$ cat src/rtl/mmio_uart_tx.sv
// mmio_uart_tx
//   Memory-mapped UART transmitter on the processor data-memory bus.
//   Stores to DATA (BASE_ADDR) queue a byte in a small FIFO; the FSM
//   serialises each byte LSB first as 8N1 (8E1 in the parity build) on TxD.
//   Loads from STATUS (BASE_ADDR+4) return the status word combinationally.
//   Stores to STATUS clear the sticky overflow flag.
//
// Ports
//   clk        system clock, all state on rising edge
//   reset      asynchronous, active-high, clears all state
//   Address    byte address from the ALU (bits [1:0] ignored by decode)
//   WriteData  store data, only [7:0] used
//   MemWrite   store strobe
//   MemRead    load strobe, qualifies ReadData
//   ReadData   STATUS word on a STATUS load, otherwise 0 (OR-able into load mux)
//   TxD        serial line, idle high, driven from a flop
//   TxBusy     high while the FSM is active or the FIFO holds data
//
// STATUS word
//   [0] busy (FSM not idle)  [1] full  [2] empty  [3] overflow
//   [10:4] count  [11] parity build flag  [31:12] zero
//
// Build option
//   MMIO_UART_TX_PARITY_EN : inserts an even-parity bit between the data
//   bits and the stop bit, and sets STATUS[11].

module mmio_uart_tx #(
    parameter logic [31:0] BASE_ADDR  = 32'hFFFF_0000,
    parameter int          BAUD_DIV   = 434,
    parameter int          FIFO_DEPTH = 8
) (
    input  logic        clk,
    input  logic        reset,
    input  logic [31:0] Address,
    input  logic [31:0] WriteData,
    input  logic        MemWrite,
    input  logic        MemRead,
    output logic [31:0] ReadData,
    output logic        TxD,
    output logic        TxBusy
);

    localparam int          AW          = $clog2(FIFO_DEPTH);
    localparam logic [31:0] STATUS_ADDR = BASE_ADDR + 32'd4;
    localparam logic [15:0] BAUD_LAST   = 16'(BAUD_DIV - 1);
`ifdef MMIO_UART_TX_PARITY_EN
    localparam logic        PARITY_FLAG = 1'b1;
`else
    localparam logic        PARITY_FLAG = 1'b0;
`endif

    typedef enum logic [2:0] {
        S_IDLE,
        S_START,
        S_DATA,
        S_PARITY,
        S_STOP
    } state_t;

    // ---------------- registers ----------------
    state_t      r_state;
    logic [15:0] r_baud_cnt;
    logic [2:0]  r_bit_cnt;
    logic [7:0]  r_shift;
    logic        r_txd;
    logic        r_overflow;
    logic [AW:0] r_wr_ptr;
    logic [AW:0] r_rd_ptr;
    logic [7:0]  r_mem [FIFO_DEPTH];
`ifdef MMIO_UART_TX_PARITY_EN
    logic        r_parity;
`endif

    // ---------------- wires ----------------
    state_t      w_state_next;
    logic [15:0] w_baud_next;
    logic [2:0]  w_bit_next;
    logic [7:0]  w_shift_next;
    logic        w_txd_next;
    logic        w_pop;
    logic        w_baud_wrap;
    logic        w_full;
    logic        w_empty;
    logic [AW:0] w_count;
    logic [7:0]  w_head;
    logic        w_data_sel;
    logic        w_stat_sel;
    logic        w_push_req;
    logic        w_push;
    logic        w_ovf_set;
    logic        w_ovf_clr;
    logic [31:0] w_status;
    logic        w_unused_bits;

    assign w_unused_bits = ^{WriteData[31:8], Address[1:0]};

    // ---------------- address decode / FIFO flags ----------------
    assign w_data_sel = (Address[31:2] == BASE_ADDR[31:2]);
    assign w_stat_sel = (Address[31:2] == STATUS_ADDR[31:2]);

    assign w_count = r_wr_ptr - r_rd_ptr;
    assign w_empty = (r_wr_ptr == r_rd_ptr);
    // Extra pointer MSB distinguishes full from empty when the indices match.
    assign w_full  = (r_wr_ptr[AW] != r_rd_ptr[AW]) &&
                     (r_wr_ptr[AW-1:0] == r_rd_ptr[AW-1:0]);
    assign w_head  = r_mem[r_rd_ptr[AW-1:0]];

    // Fullness is judged before the edge, so a same-edge pop cannot make room.
    assign w_push_req = MemWrite && w_data_sel;
    assign w_push     = w_push_req && !w_full;
    assign w_ovf_set  = w_push_req && w_full;
    assign w_ovf_clr  = MemWrite && w_stat_sel;

    assign w_baud_wrap = (r_baud_cnt == BAUD_LAST);

    // ---------------- FSM next state ----------------
    // w_txd_next is the line level for the coming cycle, so TxD comes
    // straight from a flop and changes on the same edge as the state.
    always_comb begin
        w_state_next = r_state;
        w_baud_next  = w_baud_wrap ? 16'd0 : r_baud_cnt + 16'd1;
        w_bit_next   = r_bit_cnt;
        w_shift_next = r_shift;
        w_txd_next   = r_txd;
        w_pop        = 1'b0;
        case (r_state)
            S_IDLE: begin
                w_baud_next = 16'd0;
                w_txd_next  = 1'b1;
                if (!w_empty) begin
                    w_pop        = 1'b1;
                    w_shift_next = w_head;
                    w_state_next = S_START;
                    w_txd_next   = 1'b0;
                end
            end
            S_START: begin
                if (w_baud_wrap) begin
                    w_state_next = S_DATA;
                    w_bit_next   = 3'd0;
                    w_txd_next   = r_shift[0];
                end
            end
            S_DATA: begin
                if (w_baud_wrap) begin
                    if (r_bit_cnt == 3'd7) begin
`ifdef MMIO_UART_TX_PARITY_EN
                        w_state_next = S_PARITY;
                        w_txd_next   = r_parity;
`else
                        w_state_next = S_STOP;
                        w_txd_next   = 1'b1;
`endif
                    end else begin
                        w_bit_next   = r_bit_cnt + 3'd1;
                        w_shift_next = {1'b0, r_shift[7:1]};
                        w_txd_next   = r_shift[1];
                    end
                end
            end
`ifdef MMIO_UART_TX_PARITY_EN
            S_PARITY: begin
                if (w_baud_wrap) begin
                    w_state_next = S_STOP;
                    w_txd_next   = 1'b1;
                end
            end
`endif
            S_STOP: begin
                if (w_baud_wrap) begin
                    // Chain straight into the next start bit when data waits.
                    if (!w_empty) begin
                        w_pop        = 1'b1;
                        w_shift_next = w_head;
                        w_state_next = S_START;
                        w_txd_next   = 1'b0;
                    end else begin
                        w_state_next = S_IDLE;
                        w_txd_next   = 1'b1;
                    end
                end
            end
            default: begin
                w_state_next = S_IDLE;
                w_txd_next   = 1'b1;
            end
        endcase
    end

    // ---------------- state registers ----------------
    always_ff @(posedge clk or posedge reset) begin
        if (reset) begin
            r_state    <= S_IDLE;
            r_baud_cnt <= 16'd0;
            r_bit_cnt  <= 3'd0;
            r_shift    <= 8'd0;
            r_txd      <= 1'b1;
            r_overflow <= 1'b0;
            r_wr_ptr   <= '0;
            r_rd_ptr   <= '0;
        end else begin
            r_state    <= w_state_next;
            r_baud_cnt <= w_baud_next;
            r_bit_cnt  <= w_bit_next;
            r_shift    <= w_shift_next;
            r_txd      <= w_txd_next;
            if (w_push) r_wr_ptr <= r_wr_ptr + 1'b1;
            if (w_pop)  r_rd_ptr <= r_rd_ptr + 1'b1;
            if (w_ovf_set)
                r_overflow <= 1'b1;
            else if (w_ovf_clr)
                r_overflow <= 1'b0;
        end
    end

`ifdef MMIO_UART_TX_PARITY_EN
    always_ff @(posedge clk or posedge reset) begin
        if (reset)
            r_parity <= 1'b0;
        else if (w_pop)
            r_parity <= ^w_head;
    end
`endif

    // FIFO storage needs no reset: the pointers define what is valid.
    always_ff @(posedge clk) begin
        if (w_push)
            r_mem[r_wr_ptr[AW-1:0]] <= WriteData[7:0];
    end

    // ---------------- outputs ----------------
    assign w_status = {20'd0, PARITY_FLAG, 7'(w_count), r_overflow,
                       w_empty, w_full, (r_state != S_IDLE)};
    assign ReadData = (MemRead && w_stat_sel) ? w_status : 32'd0;
    assign TxD      = r_txd;
    assign TxBusy   = (r_state != S_IDLE) || !w_empty;

endmodule

$ cat config.mk
export PLATFORM = sky130hd
export DESIGN_NAME = mmio_uart_tx
export DESIGN_NICKNAME = d
export VERILOG_FILES = /design/src/rtl/mmio_uart_tx.sv
export SDC_FILE = /design/constraint.sdc
export NUM_CORES = 1
export LEC_CHECK = 0
export CAP_MARGIN = 15
export CORE_UTILIZATION = 51
export CTS_BUF_LIST = sky130_fd_sc_hd__clkbuf_8
export CTS_CLUSTER_DIAMETER = 120
export DETAILED_ROUTE_END_ITERATION = 10
export MAX_ROUTING_LAYER = met4
export PLACE_DENSITY_LB_ADDON = 0.08
export SYNTH_ARGS = -nofsm -noshare
export SYNTH_HDL_FRONTEND = slang
export SYNTH_SLANG_ARGS = --single-unit
$ cat constraint.sdc
create_clock -name clk -period 8.77 [get_ports clk]
set_input_delay 0.877 -clock clk [delete_from_list [all_inputs] [get_ports clk]]
set_output_delay 0.877 -clock clk [all_outputs]
set_load 0.01 [all_outputs]
==> out/summary.txt, run 1 <==
gr usage total: 0.208
crit end category: output port
worst hold path depth: 1
f_max: 0.247 GHz
ANT nets after route: 0
startpoint types: input pin
R2R Setup Slk: 5.41 ns
VDD IR-drop max: 0.153 mV
mean post-synth cell area: 13.6 sq um
CTS tree: yes
routed vias: 2894
Post-Syn Instances: 360
worst r2r path cells: 5
post-route minimum period: 4.05 ns
transition time of the tightest slew-check pin: 1.03 ns
top cell type's share of synthesized area: 0.393
drt total wl: 9.11 mm
Max Slew Vio Count: 0
Compound-Gate Fraction of Synth Area: 0.0435
gr ovfl total: 0
Final Non-Filler Cells: 547
power per cell area: 162 nW/um^2
synthesized flop and latch total: 104
CTS clk-pin slew, worst paths: 0.10 ns
DIE AREA: 9990 sq um
diode count: 0
sequential-to-total area share from yosys stat: 0.597
critical path's top delay family: simple AND/OR/NAND/NOR gates
number of buffers and inverters on the critical path: 2
quantity of gates resized following cts: 0
Synth cell types: 53
post-synthesis xor/xnor area fraction: 0.0445
sw frac: 0.243
Clock Root Buffer: clkbuf_8
run status: finished clean
Gate power share: 0.081
Yosys warning total: 0
DRC viols: 0
ranking of synthesized cells by area: edfxtp_1 39%, dfrtp_1 20%, mux4_1 7.0%, buf_4 3.7%, nor2_1 3.1%
synthesized area: 4890 sq um
fraction of registers with async set/reset: 0.385
Routed WL per cell: 16.7 microns
multiplexer share of the synthesized area: 0.104
Initial Util: 0.527
sequential share of power: 0.604
Max Cap Viol: 0
final hold vios: 0
number of global-route vias before repair: 2875
Ports: 102
dpl hpwl: 6.12 mm
placed insts: 531
first-pass GRT wire length: 15.0 mm
top cells by count, synth: 64 x edfxtp_1, 41 x nor2_1, 39 x dfrtp_1
Initial DRC Count: 126
Post-synth EDFFs: 64
crit-path max cell delay: 0.58 ns
setup TNS: 0 ns
H-tree depth: 3
power share of the clock group: 0.315
Final setup violation count: 0
PortBufs: 51
core area: 9280 sq um
Synth Area in Simple Gates: 0.123
crit-path cells: clkdlybuf4s50_1 -> or3_1 -> nor4_2 -> nand4_1 -> nor3b_1 -> clkdlybuf4s50_1
clock sinks: 104
CP arrival: 3.17 ns
Leakage: 2.10 nW
largest family of logic cells by synthesized area: simple AND/OR/NAND/NOR gates
CTS Buffer Depth: 2
RSZ-0062 raised after global routing: false
Net Sw Power: 0.000222 W
Layout area overhead: 15.2%
WP depth: 6
leading area contributor after synthesis: edfxtp_1
slowest CP cell: clkdlybuf4s50_1
share of layout cells above drive strength 1: 0.0933
routability cong.: 0.845
CTS Buf Count: 9
Finished Core Util: 0.607
post-synthesis adder-cell area fraction: 0.0271
initial antenna violation count: 0
Die Width: 100 microns
TritonRoute pass-1 iters: 4
Setup Crit Path Kind: input pin to output port
clock insertion delay at the later pin of the skew report: 0.37 ns
Rel. slew slack: 0.309
Top FF cell, synth: edfxtp_1
Int Pwr: 0.000690 W
fin crit share: 0.462
Hold Buf Count CTS: 0
post-CTS setup buffers: 0
Die Span Y: 100 microns
average vias per placed instance: 5.29
largest net degree at the start of global routing: 41
nets@finish: 491
Critical Path RT: 7.89 ns
most common cell in the netlist: edfxtp_1
class of the worst hold path: flip-flop to flip-flop
Rows: 35
CP Max Fanout: 8
Final Skew: 0.00751 ns
Most common cell on crit path: clkdlybuf4s50_1
## stage by stage
step	hold slack (ns)	area, sq um	total power, W	worst slack (ns)
6_report	0.521	5640	0.000912	4.72
5_1_grt	0.537	5640	0.000950	4.49
4_1_cts	0.527	5640	0.000922	4.70
3_5_place_dp	0.498	5450	0.000636	4.72
3_3_place_gp	0.486	5450	0.000633	4.76
2_1_floorplan	0.465	4980	0.000607	5.75
## logic make-up after synthesis
kind of cell,Yosys count
AOI/OAI and AO/OA,29
buffers and inverters,48
adders and majority gates,10
other,1
and+or+nand+nor,119
DFF,104
muxes,25
xor gates and xnor gates,24
## worst register-to-register path, cell delays in order (launching register included)
cell and delay [ns]:
dfrtp_1 0.99, inv_1 0.18, ha_1 0.37, a41oi_1 0.33, nand3_1 0.30, nor3_2 0.82
## power by group through the flow
stage | clock network (W) | logic [W] | registers [W]
after global routing | 0.000315 | 0.0000825 | 0.000552
after detailed placement | 0 | 0.0000749 | 0.000561
after global placement | 0 | 0.0000727 | 0.000561
after floorplan | 0 | 0.0000524 | 0.000554
final | 0.000287 | 0.0000742 | 0.000551
after CTS | 0.000297 | 0.0000749 | 0.000550
## worst paths after layout
kind                          startpoint        endpoint
max                           Address[5]     ReadData[1]
min                        r_baud_cnt[0]   r_baud_cnt[0]
max reg2reg                  r_rd_ptr[1]     r_mem[4][1]
min reg2reg                r_baud_cnt[0]   r_baud_cnt[0]
max in group asynchronous          reset             TxD
min in group asynchronous          reset  r_baud_cnt[15]
## cell type report
type / count / area, sq um
fillers: 770 / 3650
flip-flops and latches: 104 / 2920
multi-input cells: 231 / 1780
repair buffers: 54 / 533
well taps: 129 / 161
clock buffers: 9 / 124
clock inverters: 7 / 67.6
inverters: 13 / 48.8
## sequential cells by signal, indices dropped and copies added, names as in the netlist
register    cells
r_wr_ptr        4
r_shift         8
TxD             1
r_overflow      1
r_mem          64
r_bit_cnt       3
r_baud_cnt     16
r_state         3
r_rd_ptr        4
## layout by cell type (no fill, tap or decap), drive strengths merged, types with 3 or more instances in the layout
cell,netlist,final
and3,8,8
nor2,42,42
ha,9,9
clkbuf,5,9
xnor2,11,11
a221o,6,6
edfxtp,64,64
clkdlybuf4s50,0,51
a211oi,3,3
nor3,11,11
nand3b,3,3
buf,30,3
mux4,16,16
nand3,13,13
nor4,4,4
o21ai,7,7
nand2,16,16
and4,3,3
dfrtp,39,39
or3,3,3
nand4,8,8
mux2,9,9
inv,13,18
xor2,13,13
a21oi,5,5
conb,1,24
## metal layers
metal,part of all wire,GRT usage,vias to the layer above
li1,-,-,1397
met1,0.47,0.278,1439
met2,0.50,0.325,50
met3,0.023,0.0474,8
met4,0.011,0.0554,0
met5,0,-,-
Power figures use the tool's default switching activity.
==> inputs of run 2 (changes only) <==
Settings changed: CORE_UTILIZATION 51 to 48.
Clock period 8.77 ns to 3.68 ns, I/O delays scaled along.
==> out/summary.txt, run 2 (same netlist as run 1, synthesis figures left out) <==
Initial DRC Count: 128 (+1.6%)
diode count: 0 (unchanged)
H-tree depth: 3 (unchanged)
post-CTS setup buffers: 0 (unchanged)
fin crit share: 0.811
DP Area: 5530 sq um (+1.5%)
class of the worst hold path: input pin to async pin
DIE AREA: 10600 sq um (+6.1%)
Hold Buf Count CTS: 0 (unchanged)
RSZ-0062 raised after global routing: false
gr usage total: 0.196 (-0.0120)
Rel. slew slack: 0.556 (+0.247)
Critical Path Source: Address[5]
Routed WL per cell: 16.2 microns (-2.8%)
VDD IR-drop max: 0.278 mV (+82%)
routability cong.: 0.794 (-6.0%)
final hold vios: 0 (unchanged)
share of layout cells above drive strength 1: 0.112 (+0.0183)
PortBufs: 51 (unchanged)
DRC viols: 0 (unchanged)
max FFs per register: 64 (unchanged)
CTS Buffer Depth: 2 (unchanged)
dpl hpwl: 6.39 mm (+4.4%)
Leakage: 2.18 nW (+3.6%)
CTS tree: yes
run status: finished clean
Critical Path End: ReadData[1]
Rows: 36 (+2.9%)
Final setup violation count: 0 (unchanged)
transition time of the tightest slew-check pin: 0.665 ns (-0.368 ns)
f_max: 0.335 GHz
CTS Buf Count: 9 (unchanged)
drt total wl: 9.12 mm (about the same)
Die Width: 103 microns (+3.0%)
Die Span Y: 103 microns (+3.0%)
quantity of gates resized following cts: 0 (unchanged)
Critical Path RT: 3.31 ns (-4.58 ns)
CTS clk-pin slew, worst paths: 0.10 ns (about the same)
clock insertion delay at the later pin of the skew report: 0.37 ns (about the same)
average vias per placed instance: 5.22 (-1.3%)
Max Slew Vio Count: 0 (unchanged)
Finished Cell Area: 5730 sq um (+1.7%)
leading cell type in the layout, fill and taps excluded: edfxtp_1
Final Power: 0.00223 W (+140%)
ANT nets after route: 0 (unchanged)
gr ovfl total: 0 (unchanged)
largest net degree at the start of global routing: 20 (-51%)
Setup Crit Path Kind: input pin to output port
setup TNS: 0 ns (unchanged)
nets@finish: 503 (+2.4%)
Layout area overhead: 17.2%
reg2reg end: r_shift[0]
startpoint types: input pin
core area: 9820 sq um (+5.8%)
R2R Setup Slk: 1.25 ns (-4.16 ns)
Initial Util: 0.498 (-0.0288)
Final Skew: 0.0104 ns (+0.00290 ns)
power per cell area: 388 nW/um^2 (+140%)
Ports: 102 (unchanged)
crit end category: output port
initial antenna violation count: 0 (unchanged)
Clock Root Buffer: clkbuf_8
most frequent cells in the layout: 64 x edfxtp_1, 51 x clkdlybuf4s50_1, 41 x nor2_1
number of global-route vias before repair: 2903 (+0.97%)
routed vias: 2940 (+1.6%)
CP Max Fanout: 8 (unchanged)
clock sinks: 104 (unchanged)
first-pass GRT wire length: 14.8 mm (-1.6%)
post-route minimum period: 2.98 ns
TritonRoute pass-1 iters: 5 (+1)
CP arrival: 2.61 ns (-0.56 ns)
worst r2r path cells: 7 (+2)
Max Cap Viol: 0 (unchanged)
Worst R2R Start: r_baud_cnt[1]
Fillers: 811 (+5.3%)
-- run 2: cell count changes in the layout (fill, tap and decap cells not counted) --
cell,delta
nor3_1,+3
clkinvlp_4,-1
clkinv_4,-1
buf_4,+12
bufinv_16,+1
inv_6,+1
inv_8,-1
nor3_2,-3
clkinv_2,+1
-- run 2: critical path, stage by stage --
cell and delay (ns):
clkdlybuf4s50_1 0.39, or3_1 0.38, nor4_2 0.27, nand4_1 0.35
nor3b_1 0.28, clkdlybuf4s50_1 0.58
-- run 2: worst min-delay path by stage --
stage | slack, ns | startpoint | depth (start not counted) | to
global route | 0.45 | reset | 2 | r_state[1]
detailed placement | 0.49 | r_shift[3] | 1 | r_shift[3]
global placement | 0.49 | r_shift[0] | 1 | r_shift[0]
finish | 0.39 | reset | 2 | r_bit_cnt[2]
CTS | 0.40 | reset | 2 | r_rd_ptr[3]
floorplan | 0.47 | r_shift[0] | 1 | r_shift[0]
-- run 2: metal layers --
| metal | vias up | routed length, microns | global-route usage |
|---|---|---|---|
| met4 | 0 | 91 | 0.0498 |
| li1 | 1421 | - | - |
| met5 | - | 0 | - |
| met3 | 7 | 248 | 0.0434 |
| met2 | 52 | 4460 | 0.316 |
| met1 | 1460 | 4310 | 0.254 |
-- run 2: area by class of cell --
class	instances	area, sq um	share of cell area
clock buffers	9	124	0.0216
clock inverters	7	83.8	0.0146
inverters	13	48.8	0.00851
multi-input cells	231	1760	0.308
flip-flops and latches	104	2920	0.510
well taps	133	166	0.0290
repair buffers	66	623	0.109
-- run 2: per-stage QoR --
step | cells | util | hold slack, ns | setup WS (ns)
global placement | 547 | 0.563 | 0.491 | 0.677
global route | 563 | 0.584 | 0.452 | 0.504
CTS | 563 | 0.584 | 0.398 | 0.644
finish | 563 | 0.584 | 0.387 | 0.697
floorplan | 383 | - | 0.465 | 0.930
detailed placement | 547 | 0.563 | 0.494 | 0.652
-- run 2: power breakdown --
group / switching (W) / internal, W / leakage [nW]
clock: 0.000405 / 0.000330 / 0.108
sequential: 0.0000286 / 0.00128 / 1.13
combinational: 0.0000817 / 0.000101 / 0.945
==> inputs of run 3 (changes only) <==
Settings changed: CORE_UTILIZATION 48 to 51.
Clock period 3.68 ns to 3.1 ns, I/O delays scaled along.
==> out/summary.txt, run 3 (same netlist as run 1, synthesis figures left out) <==
Reg area: 2920 sq um (unchanged)
core area: 9280 sq um (-5.5%)
gr ovfl total: 0 (unchanged)
CTS tree: yes
transition time of the tightest slew-check pin: 0.519 ns (-0.146 ns)
reg2reg end: r_shift[4]
most frequent cells in the layout: 64 x edfxtp_1, 51 x clkdlybuf4s50_1, 41 x nor2_1
Clock Root Buffer: clkbuf_8
final hold vios: 0 (unchanged)
VDD IR-drop max: 0.371 mV (+33%)
routability cong.: 0.779 (-2.0%)
average vias per placed instance: 5.26 (+0.76%)
Initial Util: 0.527 (+0.0288)
Fillers: 756 (-6.8%)
Routed WL per cell: 16.3 microns (+0.71%)
run status: finished clean
Ports: 102 (unchanged)
Hold Buf Count CTS: 0 (unchanged)
class of the worst hold path: input pin to async pin
Final setup violation count: 0 (unchanged)
clock insertion delay at the later pin of the skew report: 0.36 ns (about the same)
Int Pwr: 0.00202 W (+18%)
diode count: 0 (unchanged)
Layout area overhead: 17.4%
fin crit share: 0.916
sw frac: 0.231 (about the same)
initial antenna violation count: 0 (unchanged)
power per cell area: 458 nW/um^2 (+18%)
Setup WS post-layout: 0.260 ns (-0.437 ns)
number of global-route vias before repair: 2859 (-1.5%)
placed insts: 546 (-0.18%)
setup TNS: 0 ns (unchanged)
Max Cap Viol: 0 (unchanged)
Max Slew Vio Count: 0 (unchanged)
nets@finish: 506 (+0.60%)
sequential share of power: 0.589 (about the same)
Setup WS pre-CTS: 0.274 ns (-0.378 ns)
PortBufs: 51 (unchanged)
Final Skew: 0.00769 ns (-0.00272 ns)
first-pass GRT wire length: 15.0 mm (+1.4%)
R2R Setup Slk: 0.63 ns (-0.62 ns)
ANT nets after route: 0 (unchanged)
dpl hpwl: 6.46 mm (+1.0%)
f_max: 0.352 GHz
CTS Buf Count: 9 (unchanged)
Setup Crit Path Kind: input pin to output port
CP Max Fanout: 5 (-3)
DIE AREA: 9990 sq um (-5.8%)
share of layout cells above drive strength 1: 0.115 (+0.00385)
leading cell type in the layout, fill and taps excluded: edfxtp_1
drt total wl: 9.17 mm (+0.53%)
Gate power share: 0.082 (about the same)
crit end category: output port
Rows: 35 (-2.8%)
TritonRoute pass-1 iters: 4 (-1)
Leakage: 2.19 nW (+0.64%)
quantity of gates resized following cts: 0 (unchanged)
footprint of the multi-input gates: 1760 sq um (unchanged)
Die Span Y: 100 microns (-2.9%)
Final Non-Filler Cells: 562 (-0.18%)
Hold Slack: 0.365 ns (-0.0212 ns)
startpoint types: input pin
routed vias: 2957 (+0.58%)
Worst R2R Start: r_rd_ptr[1]
Critical Path RT: 2.79 ns (-0.52 ns)
Finished Core Util: 0.619 (+0.0352)
H-tree depth: 3 (unchanged)
worst r2r path cells: 7 (unchanged)
Die Width: 100 microns (-2.9%)
clock sinks: 104 (unchanged)
CTS clk-pin slew, worst paths: 0.10 ns (about the same)
largest net degree at the start of global routing: 41 (+110%)
power share of the clock group: 0.329 (about the same)
DRC viols: 0 (unchanged)
CP arrival: 2.53 ns (-0.08 ns)
Initial DRC Count: 116 (-9.4%)
Net Sw Power: 0.000609 W (+18%)
gr usage total: 0.207 (+0.0110)
max FFs per register: 64 (unchanged)
post-route minimum period: 2.84 ns
CTS Buffer Depth: 2 (unchanged)
RSZ-0062 raised after global routing: false
Rel. slew slack: 0.654 (+0.0981)
post-CTS setup buffers: 0 (unchanged)
==> run 3: cell count changes in the layout (fill, tap and decap cells not counted), sizes merged <==
cell  delta
buf      +3
==> run 3: worst max-delay path by stage <==
stage	start	endpoint	slack (ns)	depth (start not counted)
5_1_grt	Address[5]	ReadData[4]	0.08	7
3_3_place_gp	Address[5]	ReadData[6]	0.26	7
3_5_place_dp	Address[5]	ReadData[4]	0.27	7
6_report	Address[5]	ReadData[4]	0.26	7
2_1_floorplan	r_rd_ptr[2]	r_mem[0][0]	0.35	7
4_1_cts	Address[5]	ReadData[4]	0.26	7
==> run 3: critical path: stages <==
cell and delay, ns:
clkdlybuf4s50_1 0.40, or3_1 0.38, nor4_2 0.28, nand4_1 0.28, buf_4 0.23, nor2_1 0.10
clkdlybuf4s50_1 0.55
==> run 3: layout make-up <==
cell class                 count  area share
multi-input combinational    231       0.307
clock inverter                 7      0.0139
inverter                      13     0.00849
tap                          129      0.0281
timing repair buffer          69       0.112
sequential                   104       0.509
clock buffer                   9      0.0215
==> run 3: stage by stage <==
stage               power (W)  cell area, sq um
global placement      0.00179              5540
floorplan             0.00172              4980
CTS                   0.00266              5750
finish                0.00263              5750
detailed placement    0.00180              5540
global route          0.00274              5750
==> run 3: metal layers <==
metal,part of all wire,GRT usage
met1,0.46,0.274
met2,0.50,0.331
met3,0.029,0.0453
met4,0.0083,0.0486
met5,0,-
==> run 3: power by group through the flow <==
| stage | clock (W) | sequential (W) | combinational (W) |
|---|---|---|---|
| finish | 0.000865 | 0.00155 | 0.000217 |
| global route | 0.000940 | 0.00156 | 0.000244 |
| CTS | 0.000890 | 0.00155 | 0.000220 |
| detailed placement | 0 | 0.00158 | 0.000220 |
| global placement | 0 | 0.00158 | 0.000213 |
| floorplan | 0 | 0.00157 | 0.000148 |
